===== config.mk =====
export PLATFORM = sky130hd
export DESIGN_NAME = lc3b_regfile_cc
export DESIGN_NICKNAME = d
export VERILOG_FILES = /design/src/rtl/lc3b_regfile_cc.sv
export SDC_FILE = /design/constraint.sdc
export NUM_CORES = 1
export LEC_CHECK = 0
export ABC_CLOCK_PERIOD_IN_PS = 2840
export CORE_ASPECT_RATIO = 0.8
export CORE_MARGIN = 4
export CORE_UTILIZATION = 45
export DETAILED_ROUTE_END_ITERATION = 10
export PLACE_DENSITY = 0.65
export SLEW_MARGIN = 10
export SYNTH_ARGS = -nofsm -noshare
export SYNTH_HDL_FRONTEND = slang
export SYNTH_SLANG_ARGS = --single-unit
export TNS_END_PERCENT = 1

===== constraint.sdc =====
create_clock -name clk -period 2.84 [get_ports clk]
set_input_delay 0.568 -clock clk [delete_from_list [all_inputs] [get_ports clk]]
set_output_delay 0.568 -clock clk [all_outputs]
set_load 0.1 [all_outputs]

===== src/rtl/lc3b_regfile_cc.sv =====
// LC-3b register file (R0-R7) with N/Z/P condition codes and registered BEN.
// Define LC3B_REGFILE_BYPASS_EN for write-first forwarding of bus onto the read ports.
module lc3b_regfile_cc #(
  parameter int WIDTH = 16,
  parameter int NREGS = 8
) (
  input  logic                     clk,
  input  logic                     reset_n,
  input  logic [$clog2(NREGS)-1:0] sr1,
  input  logic [$clog2(NREGS)-1:0] sr2,
  output logic [WIDTH-1:0]         sr1_out,
  output logic [WIDTH-1:0]         sr2_out,
  input  logic [$clog2(NREGS)-1:0] dr,
  input  logic                     ld_reg,
  input  logic [WIDTH-1:0]         bus,
  input  logic                     ld_cc,
  input  logic [2:0]               ir_nzp,
  input  logic                     ld_ben,
  output logic [2:0]               nzp,
  output logic                     ben
);

  logic [WIDTH-1:0] regs [NREGS];
  logic [2:0]       nzp_next;

  always_comb begin
    nzp_next[2] = bus[WIDTH-1];
    nzp_next[1] = (bus == '0);
    nzp_next[0] = !bus[WIDTH-1] && (bus != '0);
  end

  // BEN samples the stored flags, so a same-edge ld_cc does not affect it.
  always_ff @(posedge clk or negedge reset_n) begin
    if (!reset_n) begin
      for (int i = 0; i < NREGS; i++) regs[i] <= '0;
      nzp <= 3'b010;
      ben <= 1'b0;
    end else begin
      if (ld_reg) regs[dr] <= bus;
      if (ld_cc)  nzp <= nzp_next;
      if (ld_ben) ben <= |(ir_nzp & nzp);
    end
  end

`ifdef LC3B_REGFILE_BYPASS_EN
  assign sr1_out = (ld_reg && (sr1 == dr)) ? bus : regs[sr1];
  assign sr2_out = (ld_reg && (sr2 == dr)) ? bus : regs[sr2];
`else
  assign sr1_out = regs[sr1];
  assign sr2_out = regs[sr2];
`endif

endmodule


==> results by group, run 1 <==
Floorplan
  • Die height: 121 microns
  • Die Wd: 149 microns
  • Die area: 18100 sq um
  • Initial Util: 45.8%
  • # IOs: 69
  • Row count: 41
  • Core outline area: 15700 sq um

Synthesis
  • Largest family of logic cells by synthesized area: multiplexers
  • Syn nets: 447
  • Yosys warns: 0
  • Unique masters post-synth: 28
  • Post-Synth Simple-Gate Area: 2.80%
  • Asr flop ratio synth: 100%
  • Avg Inst Size Synth: 17.4 sq um
  • Compound-Gate Fraction of Synth Area: 0.609%
  • Synth top area share: 45.6%
  • Mux share of post-synthesis cell area: 47.3%
  • Mapped Cells: 414
  • Top FF cell, synth: dfrtp_1
  • Synth Area in XOR/XNOR: 0%
  • Sequential area share after synthesis: 45.9%
  • Leading area contributor after synthesis: dfrtp_1
  • Post-synth EDFFs: 0
  • Adder-Cell Fraction of Synth Area: 0%
  • Flops & latches, synth: 132
  • Post-Syn Area: 7190 sq um
  • Top post-synthesis cells by area: dfrtp_1 (46%), mux2_2 (23%), mux4_1 (18%)

Cells and area
  • P&R area growth vs syn: 25.8%
  • Most common cell after layout, fill and taps aside: mux2_2
  • Layout Cell Area excl Fill: 9050 sq um
  • Commonest non-fill, non-tap cells in the layout: mux2_2 (150), dfrtp_1 (131), mux4_1 (48)
  • ANT cells: 0
  • Finished Core Util: 57.6%
  • Share of cells above drive strength 1: 52.2%
  • Layout Nets: 524

Global routing
  • Congestion Overflow GR: 0
  • Initial antenna violation count: 0
  • Vias in the first global route: 4597
  • First-pass GRT wire length: 26.7 mm
  • Met2 Use GR: 32.9%
  • Met1 GRT Util: 26.6%
  • Global routing usage on met3: 4.37%
  • Top Usage Layer GRT: met2
  • Largest net degree at the start of global routing: 48
  • GRT Resource Usage Total: 19.7%

Critical path
  • RR Endpoint: ben
  • Critical R2R Launch: nzp[0]
  • Crit Path Category: in -> out
  • Setup slack, reg-to-reg: 1.92 ns
  • Crit-path cells: clkdlybuf4s50_1 > buf_12 > mux4_2 > mux2_2 > buf_12
  • Data required, critical path: 2.27 ns
  • R2R depth: 2
  • Worst path most repeated cell: buf_12
  • Critical Path Max Stage Delay: 0.50 ns
  • Worst path bufs/invs: 3
  • CP max-delay cell: clkdlybuf4s50_1
  • Crit path max-delay family: buffers and inverters
  • CP max FO: 32
  • CP Capture Type: primary output
  • CP arrival: 2.16 ns
  • Startpoint types: primary input

Timing
  • Worst Tran Pin Value: 0.629 ns
  • RSZ-0062 raised after global routing: false
  • Tmin final: 2.73 ns
  • Max-slew violations: 0
  • Max Fclk: 366 MHz
  • TNS Setup: 0 ns
  • Final Hold Vio Count: 0
  • Period utilization: 96.1%
  • Clk_skew: 0.00337 ns
  • Rel. slew slack: 58.1%
  • Finish-stage setup viols: 0

CTS
  • H-tree depth: 4
  • CTS tree: yes
  • Root Driver: clkbuf_16
  • Post-CTS Setup Bufs: 0
  • Clock transition at path regs: 0.05 ns
  • Resize count post-CTS: 0
  • Clk sink count: 132
  • CTS Hold Bufs: 0
  • Num CTS Buffers: 17
  • Clk Latency, worst-skew pair: 0.41 ns
  • Max clock buf depth: 2

Run status
  • Run status: complete, no violations

Placement
  • Port Buf Inserts: 68
  • Routability congestion estimate: 0.716
  • Detail Placement HPWL: 10.2 mm
  • Placed instance area: 8490 sq um

Pwr
  • P_leak: 3.84 nW
  • Max VDD drop: 501 uV
  • Pwr Density: 836 nW/um^2

Drt
  • Drt drc: 0
  • Post-DR vias/cell: 5.97
  • Drt first pass iters: 5
  • WL/cell: 23.4 microns
  • Routed Wire Length: 16.7 mm
  • Vias: 4270
  • Starting DRT DRC Count: 266
  • Final ANT Viol Nets: 0

Worst hold path
  • Worst hold path class: in -> async

Job
  • Reported max-cap violation count: 0
[Yosys cell counts, types with 2 or more instances]
library cell / number
buf_1: 4
buf_2: 5
buf_4: 4
buf_6: 12
clkbuf_1: 4
dfrtp_1: 131
inv_1: 2
mux2_1: 7
mux2_2: 150
mux4_1: 48
mux4_2: 16
nand2_1: 5
nand4b_2: 3
nor3_4: 2
nor3b_4: 2
nor4_1: 4
o21ai_0: 4
[registers in the layout (all words and copies together), names as in the netlist]
name,count
nzp,3
regs,128
ben,1
[layer usage]
metal / vias to the layer above / part of all wire [%]
met1: 2334 / 45
met4: 0 / 1.0
met2: 83 / 50
met3: 13 / 3.7
li1: 1840 / -
met5: - / 0
[worst max path at each step]
| stage | slack [ns] | startpoint | end | cells after the start |
|---|---|---|---|---|
| after global placement | 0.11 | sr1[1] | sr1_out[6] | 5 |
| after global routing | 0.06 | sr1[1] | sr1_out[15] | 5 |
| after floorplan | 0.43 | sr1[0] | sr1_out[0] | 4 |
| final | 0.11 | sr1[1] | sr1_out[6] | 5 |
| after CTS | 0.09 | sr1[1] | sr1_out[6] | 5 |
| after detailed placement | 0.09 | sr1[1] | sr1_out[6] | 5 |
[logic make-up (layout without fill, tap and decap cells)]
kind of cell	count (synthesis)	after routing
compound gates	7	7
buf+inv	32	118
flops	132	132
mux	222	222
simple gates	21	21
[where the power goes]
part	internal (mW)	switching, mW	total [mW]
logic	1.34	1.57	2.91
clock network	1.34	0.741	2.08
registers	2.29	0.282	2.57
[layout make-up]
class                   count  area [sq um]
inverters                   2          7.51
repair buffers             88          1270
well taps                 215           269
fillers                  1236          6650
flip-flops and latches    132          3300
multi-input cells         250          3640
clock buffers              23           478
clock inverters             5          77.6
[metrics by stage]
step | setup WS (ns) | total power [mW] | hold WS [ns] | std cells
3_5_place_dp | 0.0921 | 5.52 | 0.476 | 687
4_1_cts | 0.0895 | 7.63 | 0.189 | 715
6_report | 0.111 | 7.56 | 0.170 | 715
5_1_grt | 0.0592 | 7.86 | 0.222 | 715
3_3_place_gp | 0.114 | 5.45 | 0.469 | 687
2_1_floorplan | 0.430 | 4.50 | 0.272 | 414
No activity file was read; power rests on OpenSTA's default activity.
==> run 2, diff against run 1 <==
Settings changed: ABC_AREA set to 1, PLACE_DENSITY 0.65 to not set.
==> run 2 against run 1 <==
Register-to-register slack better by 0.06 ns; global-route usage increased by 5.6 points; synthesized cell count rose to 2.9 times the previous value; sequential power is 7% lower; final area grew 6.7%; clock-buffer cell count is 1 lower; first-iteration DRC count grew 120%; largest power group is now registers; critical path depth increased by 2; clock power is 13% higher; flip-flop and latch count unchanged.
==> results by group, run 2 <==
Critical path
  • Startpoint types: primary input
  • R2R depth: 3
  • CP Capture Type: primary output
  • Setup slack, reg-to-reg: 1.98 ns
  • CP arrival: 1.98 ns
  • Crit Path Category: in -> out
  • CP max FO: 19
  • RR Endpoint: ben
  • Critical R2R Launch: nzp[1]
  • Data required, critical path: 2.27 ns

Timing
  • Clk_skew: 0.00301 ns
  • TNS Setup: 0 ns
  • Worst Tran Pin Value: 0.469 ns
  • Period utilization: 89.8%
  • Final Hold Vio Count: 0
  • Rel. slew slack: 68.8%
  • RSZ-0062 raised after global routing: false
  • Max Fclk: 392 MHz
  • Max-slew violations: 0
  • Tmin final: 2.55 ns
  • Finish-stage setup viols: 0
  • Hold slack: 0.0320 ns

Job
  • Reported max-cap violation count: 0

CTS
  • H-tree depth: 4
  • CTS tree: yes
  • Clk sink count: 132
  • CTS Hold Bufs: 0
  • Num CTS Buffers: 17
  • Root Driver: clkbuf_16
  • Clk Latency, worst-skew pair: 0.41 ns
  • Max clock buf depth: 2
  • Resize count post-CTS: 0
  • Clock transition at path regs: 0.06 ns
  • Post-CTS Setup Bufs: 0

Drt
  • M1 WL: 11.2 mm
  • Starting DRT DRC Count: 597
  • Met3 routed WL: 1.62 mm
  • Final ANT Viol Nets: 0
  • Post-DR vias/cell: 5.15
  • Met2 wire len: 10.3 mm
  • Vias: 7623
  • Max layer used: met4
  • Drt drc: 0
  • Routed Wire Length: 23.8 mm
  • Drt first pass iters: 5
  • WL/cell: 16.1 microns

Synthesis
  • Top FF cell, synth: dfrtp_1
  • Unique masters post-synth: 19
  • Post-Syn Area: 7740 sq um
  • Yosys warns: 0
  • Sequential area share after synthesis: 42.7%
  • Top post-synthesis cells by area: dfrtp_1 (42%), nand2_1 (27%), nand3_1 (8.3%)
  • Asr flop ratio synth: 100%
  • Synth top area share: 42.3%
  • Avg Inst Size Synth: 6.46 sq um
  • Leading area contributor after synthesis: dfrtp_1
  • Flops & latches, synth: 132
  • Most common cell in the netlist: nand2_1
  • Synth cell count leaders: nand2_1 (564), inv_1 (151), dfrtp_1 (131), nand3_1 (129), o21ai_0 (64)
  • Syn nets: 1232
  • Post-synth EDFFs: 0
  • Mapped Cells: 1199

Worst hold path
  • Worst hold path class: in -> async

Pwr
  • Pwr Density: 727 nW/um^2
  • P_leak: 5.26 nW
  • Max VDD drop: 347 uV

Floorplan
  • # IOs: 69
  • Die area: 19400 sq um
  • Core outline area: 16700 sq um
  • Die height: 125 microns
  • Row count: 42
  • Initial Util: 46.3%
  • Die Wd: 155 microns

Global routing
  • First-pass GRT wire length: 39.0 mm
  • GRT Resource Usage Total: 25.3%
  • Largest net degree at the start of global routing: 65
  • Vias in the first global route: 7392
  • Congestion Overflow GR: 0
  • Initial antenna violation count: 0

Cells and area
  • P&R area growth vs syn: 24.7%
  • Largest register by flop count: regs
  • Commonest non-fill, non-tap cells in the layout: nand2_1 (564), inv_1 (151), dfrtp_1 (131)
  • Most common cell after layout, fill and taps aside: nand2_1
  • Largest regs: regs (128), nzp (3), ben (1)
  • Layout Cell Area excl Fill: 9650 sq um
  • Share of cells above drive strength 1: 8.98%
  • Largest register FFs: 128
  • Post-route insts no fill: 1479
  • Layout Nets: 1279
  • ANT cells: 0

Placement
  • Placed instance area: 9030 sq um
  • Detail Placement HPWL: 15.0 mm
  • Routability congestion estimate: 0.835
  • DP Cell Count: 1447
  • Port Buf Inserts: 68

Run status
  • Run status: complete, no violations
## run 2: per-layer routing
| metal | track usage (%) | vias to the layer above |
|---|---|---|
| met2 | 37.5 | 296 |
| li1 | - | 3764 |
| met3 | 5.35 | 37 |
| met5 | 0 | - |
| met1 | 36.8 | 3526 |
| met4 | 8.93 | 0 |
## run 2: power breakdown
| group | leakage [nW] | total (mW) | switching, mW | internal [mW] |
|---|---|---|---|---|
| Combinational | 3.30 | 2.27 | 1.50 | 0.764 |
| Sequential | 1.65 | 2.40 | 0.173 | 2.23 |
| Clock | 0.310 | 2.35 | 0.815 | 1.53 |
## run 2: cells by family after synthesis
family	after synthesis	share of synthesized area, %
AOI/OAI and AO/OA	129	8.66
buffers and inverters	225	11.7
DFF	132	42.7
and+or+nand+nor	713	37.0
## run 2: area by class of cell
type	count	area (sq um)
clock buffers	22	474
well taps	220	275
clock inverters	10	153
inverters	155	582
fillers	1646	7060
repair buffers	98	1330
multi-input cells	842	3530
flip-flops and latches	132	3300
## run 2: stage by stage
step / power [mW] / utilization, % / worst slack, ns
after floorplan: 3.94 / - / 0.418
after global placement: 4.67 / 54.0 / 0.302
after detailed placement: 4.69 / 54.0 / 0.297
after CTS: 7.07 / 57.8 / 0.291
after global routing: 7.41 / 57.8 / 0.232
final: 7.02 / 57.8 / 0.291
## run 2: worst max-delay path by stage
| stage | cells after the start | endpoint | from | slack [ns] |
|---|---|---|---|---|
| after floorplan | 5 | sr1_out[10] | sr1[2] | 0.42 |
| after global placement | 8 | sr2_out[14] | sr2[1] | 0.30 |
| after detailed placement | 8 | sr2_out[14] | sr2[1] | 0.30 |
| after CTS | 7 | sr1_out[15] | sr1[1] | 0.29 |
| after global routing | 7 | sr1_out[14] | sr1[1] | 0.23 |
| final | 7 | sr1_out[15] | sr1[1] | 0.29 |
## run 2: worst max-delay path, cell delays in order
cell and delay, ns:
clkdlybuf4s50_1 0.51, buf_4 0.29, nand3_1 0.11, nand2_1 0.08, nand2_1 0.05, nand2_1 0.15
buf_12 0.20
